### src/rtl/tdc_pkg.sv
// Shared types for the multi-channel coarse TDC counter.
// Result vectors are laid out as {code, ovf, coinc}, matching tdc_result_t.
package tdc_pkg;

    localparam int TDC_CNT_W     = 6;
    localparam int RES_COINC_BIT = 0;
    localparam int RES_OVF_BIT   = 1;
    localparam int RES_CODE_LSB  = 2;

    typedef enum logic [1:0] {
        IDLE = 2'd0,
        RUN  = 2'd1,
        DONE = 2'd2
    } chan_state_t;

    typedef struct packed {
        logic [TDC_CNT_W-1:0] code;
        logic                 ovf;
        logic                 coinc;
    } tdc_result_t;

    function automatic int ch_width(input int n);
        return (n > 1) ? $clog2(n) : 1;
    endfunction

endpackage

### src/rtl/tdc_coarse_chan.sv
// One coarse-counter channel: IDLE/RUN/DONE FSM, interval counter and held result.
// Optional TDC_DROP_CNT_EN adds a per-edge drop flag for events arriving while DONE.
module tdc_coarse_chan
    import tdc_pkg::*;
#(
    parameter int CNT_W = 6
) (
    input  logic             clk,
    input  logic             rst,
    input  logic             clr,
    input  logic             start,
    input  logic             stop,
    input  logic             take,
    output logic             done,
    output logic [CNT_W+1:0] result,
    output logic             busy
`ifdef TDC_DROP_CNT_EN
    ,
    output logic             drop
`endif
);

    localparam logic [CNT_W-1:0] FULL = '1;

    chan_state_t      state_q, state_d;
    logic [CNT_W-1:0] ctr_q, ctr_d;
    logic [CNT_W-1:0] code_q, code_d;
    logic             ovf_q, ovf_d;
    logic             coinc_q, coinc_d;
    logic             busy_q, busy_d;
    logic [CNT_W-1:0] ctr_inc;

    // ctr holds (edges since start - 1), so ctr+1 is the exact interval on the stop edge
    assign ctr_inc = ctr_q + CNT_W'(1);

    always_comb begin
        state_d = state_q;
        ctr_d   = ctr_q;
        code_d  = code_q;
        ovf_d   = ovf_q;
        coinc_d = coinc_q;
        if (clr) begin
            state_d = IDLE;
            ctr_d   = '0;
            code_d  = '0;
            ovf_d   = 1'b0;
            coinc_d = 1'b0;
        end else begin
            case (state_q)
                IDLE: begin
                    if (start && stop) begin
                        code_d  = '0;
                        ovf_d   = 1'b0;
                        coinc_d = 1'b1;
                        state_d = DONE;
                    end else if (start) begin
                        ctr_d   = '0;
                        state_d = RUN;
                    end
                end
                RUN: begin
                    if (stop) begin
                        code_d  = ctr_inc;
                        ovf_d   = 1'b0;
                        coinc_d = 1'b0;
                        state_d = DONE;
                    end else if (start) begin
                        ctr_d = '0;
                    end else if (ctr_inc == FULL) begin
                        code_d  = FULL;
                        ovf_d   = 1'b1;
                        coinc_d = 1'b0;
                        state_d = DONE;
                    end else begin
                        ctr_d = ctr_inc;
                    end
                end
                DONE: begin
                    if (take) begin
                        state_d = IDLE;
                    end
                end
                default: state_d = IDLE;
            endcase
        end
        busy_d = (state_d != IDLE);
    end

    always_ff @(posedge clk or negedge rst) begin
        if (!rst) begin
            state_q <= IDLE;
            ctr_q   <= '0;
            code_q  <= '0;
            ovf_q   <= 1'b0;
            coinc_q <= 1'b0;
            busy_q  <= 1'b0;
        end else begin
            state_q <= state_d;
            ctr_q   <= ctr_d;
            code_q  <= code_d;
            ovf_q   <= ovf_d;
            coinc_q <= coinc_d;
            busy_q  <= busy_d;
        end
    end

    assign done   = (state_q == DONE);
    assign result = {code_q, ovf_q, coinc_q};
    assign busy   = busy_q;

`ifdef TDC_DROP_CNT_EN
    assign drop = (state_q == DONE) && (start || stop);
`endif

endmodule

### src/rtl/tdc_coarse_counter_mc.sv
// N_CH coarse interval counters merged by a round-robin arbiter into one valid/ready stream.
// Define TDC_DROP_CNT_EN to add the saturating drop_cnt output.
module tdc_coarse_counter_mc
    import tdc_pkg::*;
#(
    parameter  int N_CH   = 4,
    parameter  int CNT_W  = 6,
    parameter  int DROP_W = 16,
    localparam int CH_W   = ch_width(N_CH)
) (
    input  logic              clk,
    input  logic              rst,
    input  logic              clr,
    input  logic [N_CH-1:0]   start,
    input  logic [N_CH-1:0]   stop,
    output logic              out_valid,
    input  logic              out_ready,
    output logic [CH_W-1:0]   out_chan,
    output logic [CNT_W-1:0]  out_code,
    output logic              out_ovf,
    output logic              out_coinc,
    output logic [N_CH-1:0]   busy
`ifdef TDC_DROP_CNT_EN
    ,
    output logic [DROP_W-1:0] drop_cnt
`endif
);

    if (N_CH < 1 || N_CH > 16 || CNT_W < 1 || DROP_W < 5) begin : g_bad_cfg
        $error("tdc_coarse_counter_mc: unsupported parameter set");
    end

    logic [N_CH-1:0]  done_vec;
    logic [N_CH-1:0]  take_vec;
    logic [N_CH-1:0]  busy_vec;
    logic [CNT_W+1:0] res_vec [N_CH];
`ifdef TDC_DROP_CNT_EN
    logic [N_CH-1:0]  drop_vec;
`endif

    genvar gi;
    generate
        for (gi = 0; gi < N_CH; gi++) begin : g_chan
            tdc_coarse_chan #(
                .CNT_W(CNT_W)
            ) u_chan (
                .clk    (clk),
                .rst    (rst),
                .clr    (clr),
                .start  (start[gi]),
                .stop   (stop[gi]),
                .take   (take_vec[gi]),
                .done   (done_vec[gi]),
                .result (res_vec[gi]),
                .busy   (busy_vec[gi])
`ifdef TDC_DROP_CNT_EN
                ,
                .drop   (drop_vec[gi])
`endif
            );
        end
    endgenerate

    assign busy = busy_vec;

    logic              out_valid_q, out_valid_d;
    logic [CH_W-1:0]   out_chan_q, out_chan_d;
    logic [CNT_W-1:0]  out_code_q, out_code_d;
    logic              out_ovf_q, out_ovf_d;
    logic              out_coinc_q, out_coinc_d;
    logic [CH_W-1:0]   rr_ptr_q, rr_ptr_d;
    logic              any_done;
    logic [CH_W-1:0]   sel;
    logic              load;

    // First DONE channel scanning upward from rr_ptr with wrap-around
    always_comb begin
        any_done = 1'b0;
        sel      = '0;
        for (int k = 0; k < N_CH; k++) begin
            if (!any_done && done_vec[(int'(rr_ptr_q) + k) % N_CH]) begin
                any_done = 1'b1;
                sel      = CH_W'((int'(rr_ptr_q) + k) % N_CH);
            end
        end
    end

    assign load = !out_valid_q || out_ready;

    always_comb begin
        out_valid_d = out_valid_q;
        out_chan_d  = out_chan_q;
        out_code_d  = out_code_q;
        out_ovf_d   = out_ovf_q;
        out_coinc_d = out_coinc_q;
        rr_ptr_d    = rr_ptr_q;
        take_vec    = '0;
        if (clr) begin
            out_valid_d = 1'b0;
            out_chan_d  = '0;
            out_code_d  = '0;
            out_ovf_d   = 1'b0;
            out_coinc_d = 1'b0;
            rr_ptr_d    = '0;
        end else if (load) begin
            if (any_done) begin
                take_vec[sel] = 1'b1;
                out_valid_d   = 1'b1;
                out_chan_d    = sel;
                out_code_d    = res_vec[sel][CNT_W+1:RES_CODE_LSB];
                out_ovf_d     = res_vec[sel][RES_OVF_BIT];
                out_coinc_d   = res_vec[sel][RES_COINC_BIT];
                rr_ptr_d      = (sel == CH_W'(N_CH - 1)) ? '0 : sel + CH_W'(1);
            end else begin
                out_valid_d = 1'b0;
            end
        end
    end

    always_ff @(posedge clk or negedge rst) begin
        if (!rst) begin
            out_valid_q <= 1'b0;
            out_chan_q  <= '0;
            out_code_q  <= '0;
            out_ovf_q   <= 1'b0;
            out_coinc_q <= 1'b0;
            rr_ptr_q    <= '0;
        end else begin
            out_valid_q <= out_valid_d;
            out_chan_q  <= out_chan_d;
            out_code_q  <= out_code_d;
            out_ovf_q   <= out_ovf_d;
            out_coinc_q <= out_coinc_d;
            rr_ptr_q    <= rr_ptr_d;
        end
    end

    assign out_valid = out_valid_q;
    assign out_chan  = out_chan_q;
    assign out_code  = out_code_q;
    assign out_ovf   = out_ovf_q;
    assign out_coinc = out_coinc_q;

`ifdef TDC_DROP_CNT_EN
    logic [DROP_W-1:0] drop_cnt_q, drop_cnt_d;
    logic [DROP_W:0]   drop_sum;

    // One extra MSB catches the carry so the counter can saturate instead of wrapping
    always_comb begin
        drop_sum = {1'b0, drop_cnt_q};
        for (int i = 0; i < N_CH; i++) begin
            drop_sum = drop_sum + (DROP_W+1)'(drop_vec[i]);
        end
        if (clr) begin
            drop_cnt_d = '0;
        end else if (drop_sum[DROP_W]) begin
            drop_cnt_d = '1;
        end else begin
            drop_cnt_d = drop_sum[DROP_W-1:0];
        end
    end

    always_ff @(posedge clk or negedge rst) begin
        if (!rst) begin
            drop_cnt_q <= '0;
        end else begin
            drop_cnt_q <= drop_cnt_d;
        end
    end

    assign drop_cnt = drop_cnt_q;
`endif

endmodule
### config.mk
export PLATFORM = sky130hd
export DESIGN_NAME = tdc_coarse_counter_mc
export DESIGN_NICKNAME = d
export VERILOG_FILES = /design/src/rtl/tdc_pkg.sv /design/src/rtl/tdc_coarse_chan.sv /design/src/rtl/tdc_coarse_counter_mc.sv
export SDC_FILE = /design/constraint.sdc
export NUM_CORES = 1
export LEC_CHECK = 0
export ABC_AREA = 1
export CAP_MARGIN = 20
export CORE_ASPECT_RATIO = 1.4
export CORE_MARGIN = 8
export CORE_UTILIZATION = 45
export CTS_BUF_LIST = sky130_fd_sc_hd__clkbuf_8
export DETAILED_ROUTE_END_ITERATION = 16
export PLACE_DENSITY_LB_ADDON = 0.25
export SYNTH_ARGS = -nofsm -noshare
export SYNTH_HDL_FRONTEND = slang
export SYNTH_SLANG_ARGS = --single-unit
### constraint.sdc
create_clock -name clk -period 4.9 [get_ports clk]
set_input_delay 0.98 -clock clk [delete_from_list [all_inputs] [get_ports clk]]
set_output_delay 0.98 -clock clk [all_outputs]
set_load 0.02 [all_outputs]
==> load_flow_metrics.sql, run 1 <==
INSERT INTO impl_metrics (metric_group, metric, value, unit) VALUES
('outcome', 'outcome', 'complete, no violations', ''),
('timing', 'worst-slew-pin-transition', '857.6', 'ps'),
('power', 'p_leak', '2.632', 'nW'),
('worst_setup_path', 'path_max_fanout', '25', ''),
('timing', 'fin_crit', '3104', 'ps'),
('timing', 'timing.clock.skew', '10.54', 'ps'),
('synthesis', 'netlist_area', '4716', 'um2'),
('floorplan', 'design.die.area', '14060', 'um2'),
('power', 'p_int', '1.342', 'mW'),
('synthesis', 'ys_ff_latch', '81', ''),
('place', 'placement.io_buffers', '26', ''),
('synthesis', 'netlist-cell-type-count', '38', ''),
('timing', 'grt_setup_unrepaired', 'false', ''),
('worst_hold_path', 'min_path_type', 'primary input to asynchronous set/reset pin', ''),
('drt', 'route.detailed.vias_per_inst', '5.107', ''),
('clocking', 'cts-root-buf', 'clkbuf_8', ''),
('clocking', 'h_tree_depth_reported_by_cts', '3', ''),
('timing', 'setup_violations', '0', ''),
('cells_and_area', 'drive_gt1_frac', '0.07078', ''),
('synthesis', 'synth_sequential_area_ratio', '0.4298', ''),
('power', 'seqPwrFrac', '0.358', ''),
('clocking', 'cts_resized', '0', ''),
('cells_and_area', 'final_core_utilization', '0.5136', ''),
('power', 'max_vdd_drop', '238.7', 'uV'),
('cells_and_area', 'most-common-layout-cells', '193 x nand2_1, 81 x dfrtp_1, 74 x nand3_1', ''),
('clocking', 'postCtsSetupRepairBufs', '0', ''),
('cells_and_area', 'antenna_cells', '0', ''),
('drt', 'initial_detailed_routing_violation_count', '197', ''),
('timing', 'fin_tns_setup', '0', 'ps'),
('worst_setup_path', 'crit_arrival', '3390', 'ps'),
('power', 'power_density', '429.2', 'nW/um2'),
('clocking', 'ctsHoldBuffers', '0', ''),
('worst_setup_path', 'worst_ep_required_time', '5190', 'ps'),
('synthesis', 'synth.net_count', '660', ''),
('timing', 'final-hold-violation-count', '0', ''),
('cells_and_area', 'final_instance_area', '5288', 'um2'),
('synthesis', 'yosys_warnings', '0', ''),
('synthesis', 'synth_top_flop_cell', 'dfrtp_1', ''),
('floorplan', 'die_h', '137.1', 'um'),
('power', 'p_switching', '927.2', 'uW'),
('drt', 'detailroute.via_count', '4096', ''),
('power', 'combinationalPowerShare', '0.401', ''),
('place', 'gp_routability_congestion', '0.8973', ''),
('place', 'dp_hpwl', '7745', 'um'),
('cells_and_area', 'layout-area-overhead-vs-synth', '12.13', '%'),
('worst_setup_path', 'crit_path_end_kind', 'register', ''),
('timing', 'maxClockFrequency', '322.1', 'MHz'),
('synthesis', 'synth.largest_area_cell', 'dfrtp_1', ''),
('synthesis', 'synth_edf_count', '0', ''),
('drt', 'remaining_drc_errors', '0', ''),
('clocking', 'clkSlewWorstSetupHoldPaths', '80', 'ps'),
('power', 'netSwitchingFraction', '0.4086', ''),
('clocking', 'clkLatencyLatePin', '370', 'ps'),
('global_routing', 'number_of_antenna_violations_at_the_first_check_in_global_routing', '0', ''),
('global_routing', 'grt_max_degree', '82', ''),
('floorplan', 'initial_utilization', '0.4581', ''),
('floorplan', 'row_count', '44', ''),
('global_routing', 'vias_in_the_first_global_route', '3932', ''),
('clocking', 'cts.path.max_buffers', '2', ''),
('floorplan', 'core', '10290', 'um2'),
('drt', 'route.final.wire_length', '10630', 'um'),
('drt', 'ant_nets', '0', ''),
('worst_setup_path', 'worstReg2RegStart', 'rr_ptr_q[0]', ''),
('floorplan', 'ioPinCount', '27', ''),
('worst_setup_path', 'cp-startpoint', 'clr', ''),
('place', 'placed_cell_area', '5042', 'um2'),
('clocking', 'cts_tree', 'done', ''),
('synthesis', 'synth.top_cells.by_area', 'dfrtp_1 43%, nand2_1 15%, nand3_1 7.9%', ''),
('power', 'clock_power_share', '0.241', ''),
('clocking', 'clock_sinks', '81', ''),
('floorplan', 'dieWidth', '102.5', 'um');
==> power by group through the flow <==
stage	combinational (mW)	sequential [mW]	clock, mW
2_1_floorplan	0.665	0.852	0
3_3_place_gp	0.894	0.824	0
3_5_place_dp	0.904	0.827	0
4_1_cts	0.908	0.814	0.562
5_1_grt	1.03	0.826	0.586
6_report	0.909	0.814	0.546
==> sequential cells by signal, indices dropped and copies added, names as in the netlist, 2 cells and up <==
register and count:
g_chan.u_chan.code_q 24, g_chan.u_chan.ctr_q 24, g_chan.u_chan.state_q 8, out_code 6, g_chan.u_chan.busy 4, g_chan.u_chan.coinc_q 4, g_chan.u_chan.ovf_q 4, out_chan 2
rr_ptr_q 2
==> path summary, 6_finish.rpt <==
kind                                                   to  cells after the start
worst max-delay path            g_chan[1].u_chan.ctr_q[3]                      7
worst min-delay path            g_chan[2].u_chan.ctr_q[3]                      1
worst max register to register      g_chan[2].u_chan.busy                     13
worst min register to register                out_code[5]                      2
max in group asynchronous       g_chan[2].u_chan.ctr_q[5]                      2
min in group clk                              out_code[5]                      2
==> cell usage after synthesis, types with 2 or more instances <==
master and n:
inv_1 71, buf_2 5, a21oi_1 15, o21ai_0 52, clkbuf_1 4, nand3_2 5, or2_2 10, nand2_4 3
nor2_1 44, nand2_1 193, nand3b_1 2, nor3_1 7, o21bai_1 2, nand4_1 12, xor2_1 6, o22ai_1 3
ha_1 9, o31ai_1 2, nand2_2 5, xnor2_1 7, o211ai_1 2, buf_4 6, buf_6 2, o21ai_1 5
nand3_1 74, dfrtp_1 81
==> worst max-delay path: stages <==
cell             delay (ps)
clkdlybuf4s50_1         660
inv_1                   760
nand2_1                 230
inv_1                   190
nand2_1                 110
or2_2                   300
o21ai_0                 150
==> logic make-up after synthesis <==
kind of cell / count (synthesis) / share of synthesized area
AO/OA/AOI/OAI: 83 / 0.09472
XOR/XNOR: 14 / 0.02759
adder cells (fa/ha/maj): 9 / 0.02388
flip-flops: 81 / 0.4298
buffers and inverters: 92 / 0.08357
AND/OR/NAND/NOR: 360 / 0.3404
==> metrics by stage <==
stage	power, mW	setup slack [ps]	cells	hold WS, ps
global route	2.443	1525	802	457.0
CTS	2.285	1816	801	486.9
detailed placement	1.732	1423	786	465.8
global placement	1.718	1541	786	462.5
floorplan	1.517	2678	639	451.7
finish	2.269	1796	802	458.0
==> metal layers <==
metal	GRT usage	routed length, um	vias up
li1	-	-	2106
met5	0	0	-
met1	0.2033	4824	1881
met2	0.2574	5038	82
met4	0.08600	332	0
met3	0.02953	435	27
==> area by class of cell <==
| cell class | instances | area, um2 |
|---|---|---|
| Inverter | 74 | 282.8 |
| Clock inverter | 5 | 80.08 |
| Multi-Input combinational cell | 466 | 2295 |
| Timing Repair Buffer | 28 | 292.8 |
| Clock buffer | 10 | 137.6 |
| Fill cell | 1046 | 5007 |
| Sequential cell | 81 | 2027 |
| Tap cell | 138 | 172.7 |
Note: power is estimated with default switching activity, not from simulation.
==> run 2, diff against run 1 <==
- clock period: 4.9 -> 2.88 ns (I/O delays scaled with it)
==> run 2 against run 1 <==
Net effect: core utilization rose by 0.89 points; global-route usage grew 0.23 points; clock skew shrank 4.2 ps; clock power increased by 98%; critical path type is now register to register.
==> load_flow_metrics.sql, run 2 (same netlist as run 1, synthesis figures left out) <==
INSERT INTO impl_metrics (metric_group, metric, value, unit) VALUES
('cells_and_area', 'final_core_utilization', '0.5225', ''),
('clocking', 'cts-root-buf', 'clkbuf_8', ''),
('floorplan', 'die_h', '137.1', 'um'),
('clocking', 'ctsHoldBuffers', '0', ''),
('floorplan', 'design.die.area', '14060', 'um2'),
('global_routing', 'grt_max_degree', '45', ''),
('floorplan', 'initial_utilization', '0.4581', ''),
('worst_setup_path', 'crit_arrival', '2740', 'ps'),
('worst_setup_path', 'cp-start-kind', 'register', ''),
('power', 'p_leak', '2.689', 'nW'),
('floorplan', 'ioPinCount', '27', ''),
('global_routing', 'vias_in_the_first_global_route', '3968', ''),
('clocking', 'cts.path.max_buffers', '2', ''),
('cells_and_area', 'drive_gt1_frac', '0.07750', ''),
('power', 'max_vdd_drop', '362.3', 'uV'),
('clocking', 'cts_tree', 'done', ''),
('timing', 'maxClockFrequency', '400.8', 'MHz'),
('worst_setup_path', 'worst_ep_required_time', '3130', 'ps'),
('worst_setup_path', 'timing.setup.critical_path_class', 'register to register', ''),
('timing', 'worst-slew-pin-transition', '538.4', 'ps'),
('clocking', 'cts_resized', '0', ''),
('worst_setup_path', 'path_max_fanout', '19', ''),
('floorplan', 'dieWidth', '102.5', 'um'),
('drt', 'routed_wire_length_per_instance', '13.23', 'um'),
('cells_and_area', 'mostFrequentLayoutCell', 'nand2_1', ''),
('global_routing', 'grt_overflow', '0', ''),
('cells_and_area', 'nNetsFinal', '687', ''),
('cells_and_area', 'most-common-layout-cells', '193 x nand2_1, 81 x dfrtp_1, 74 x nand3_1', ''),
('global_routing', 'number_of_antenna_violations_at_the_first_check_in_global_routing', '0', ''),
('global_routing', 'grt_usage', '0.1645', ''),
('power', 'p_int', '2.475', 'mW'),
('floorplan', 'row_count', '44', ''),
('drt', 'initial_detailed_routing_violation_count', '240', ''),
('drt', 'ant_nets', '0', ''),
('drt', 'detailroute.via_count', '4102', ''),
('outcome', 'outcome', 'complete, no violations', ''),
('power', 'combinationalPowerShare', '0.395', ''),
('clocking', 'h_tree_depth_reported_by_cts', '3', ''),
('timing', 'timing.clock.skew', '6.328', 'ps'),
('clocking', 'numCtsBuffers', '9', ''),
('drt', 'route.detailed.vias_per_inst', '5.070', ''),
('place', 'dp_hpwl', '8063', 'um'),
('floorplan', 'core', '10290', 'um2'),
('power', 'p_switching', '1.592', 'mW'),
('clocking', 'postCtsSetupRepairBufs', '0', ''),
('timing', 'slew_violations', '0', ''),
('clocking', 'clock_sinks', '81', ''),
('timing', 'grt_setup_unrepaired', 'false', ''),
('power', 'finalPower', '4.066', 'mW'),
('power', 'clock_power_share', '0.265', ''),
('worst_hold_path', 'min_path_type', 'primary input to asynchronous set/reset pin', ''),
('timing', 'setup_violations', '0', ''),
('place', 'gp_routability_congestion', '0.8794', ''),
('place', 'placement.io_buffers', '26', ''),
('power', 'seqPwrFrac', '0.340', ''),
('timing', 'fin_crit', '2495', 'ps'),
('flow_run', 'timing.max_cap.violations', '0', ''),
('drt', 'first_pass_iters', '4', ''),
('cells_and_area', 'layout-area-overhead-vs-synth', '14.06', '%'),
('cells_and_area', 'largest_registers', 'g_chan.u_chan.code_q: 24 flops, g_chan.u_chan.ctr_q: 24 flops, g_chan.u_chan.state_q: 8 flops', ''),
('clocking', 'clkSlewWorstSetupHoldPaths', '80', 'ps'),
('timing', 'final-hold-violation-count', '0', ''),
('worst_setup_path', 'crit_path_end_kind', 'register', ''),
('global_routing', 'grt_pass1_wl', '18310', 'um'),
('timing', 'final.period_utilization', '0.8664', ''),
('clocking', 'clkLatencyLatePin', '360', 'ps'),
('power', 'power_density', '756.0', 'nW/um2'),
('cells_and_area', 'antenna_cells', '0', ''),
('drt', 'remaining_drc_errors', '0', ''),
('drt', 'route.final.wire_length', '10700', 'um'),
('power', 'netSwitchingFraction', '0.3914', ''),
('timing', 'worst_slew_margin_rel', '0.6407', ''),
('timing', 'fin_tns_setup', '0', 'ps');
[run 2: final timing paths]
kind                              from                   endpoint  slack (ps)  cells after the start
min reg2reg                out_code[3]                out_code[3]         480                      2
max in group asynchronous          rst     g_chan[0].u_chan.ovf_q        2070                      2
min                                rst  g_chan[2].u_chan.ctr_q[0]         190                      1
max                        rr_ptr_q[0]      g_chan[2].u_chan.busy         380                     14
min in group clk           out_code[3]                out_code[3]         480                      2
max reg2reg                rr_ptr_q[0]      g_chan[2].u_chan.busy         380                     14
[run 2: through the flow]
step,setup WS (ps),std cells,hold WS [ps],area (um2)
detailed placement,408.5,793,466.4,5120
CTS,398.1,809,211.8,5379
finish,384.7,809,191.2,5379
global placement,434.4,793,465.8,5120
floorplan,896.7,639,280.4,4716
global route,181.4,809,229.9,5379
[run 2: cell type report]
type                       count  area [um2]
multi-input combinational    466        2295
tap                          138       172.7
clock buffer                   9       123.9
timing repair buffer          34       342.8
sequential                    81        2027
fill                        1022        4916
inverter                      74       282.8
clock inverter                 7       135.1
[run 2: power by group through the flow]
stage	combinational [mW]	clock (mW)	sequential, mW
floorplan	1.13	0	1.45
global placement	1.57	0	1.40
detailed placement	1.60	0	1.40
CTS	1.60	1.10	1.38
global route	1.80	1.15	1.40
finish	1.61	1.08	1.38
[run 2: critical path: stages, from the launching register on]
cell and delay (ps):
dfrtp_1 630, inv_6 100, nand3_1 130, nand3_1 80, nand2_1 140, inv_1 80, nand3_2 80, nand3_2 290
nand2_4 320, ha_1 180, nand2_1 70, nand3_1 100, nand2_1 60, nand2_1 70, nand2_1 60
[run 2: routing by layer]
metal | wire length [um] | global-route usage
met1 | 4839 | 0.2002
met2 | 5108 | 0.2734
met3 | 465 | 0.03106
met4 | 289 | 0.07371
met5 | 0 | 0
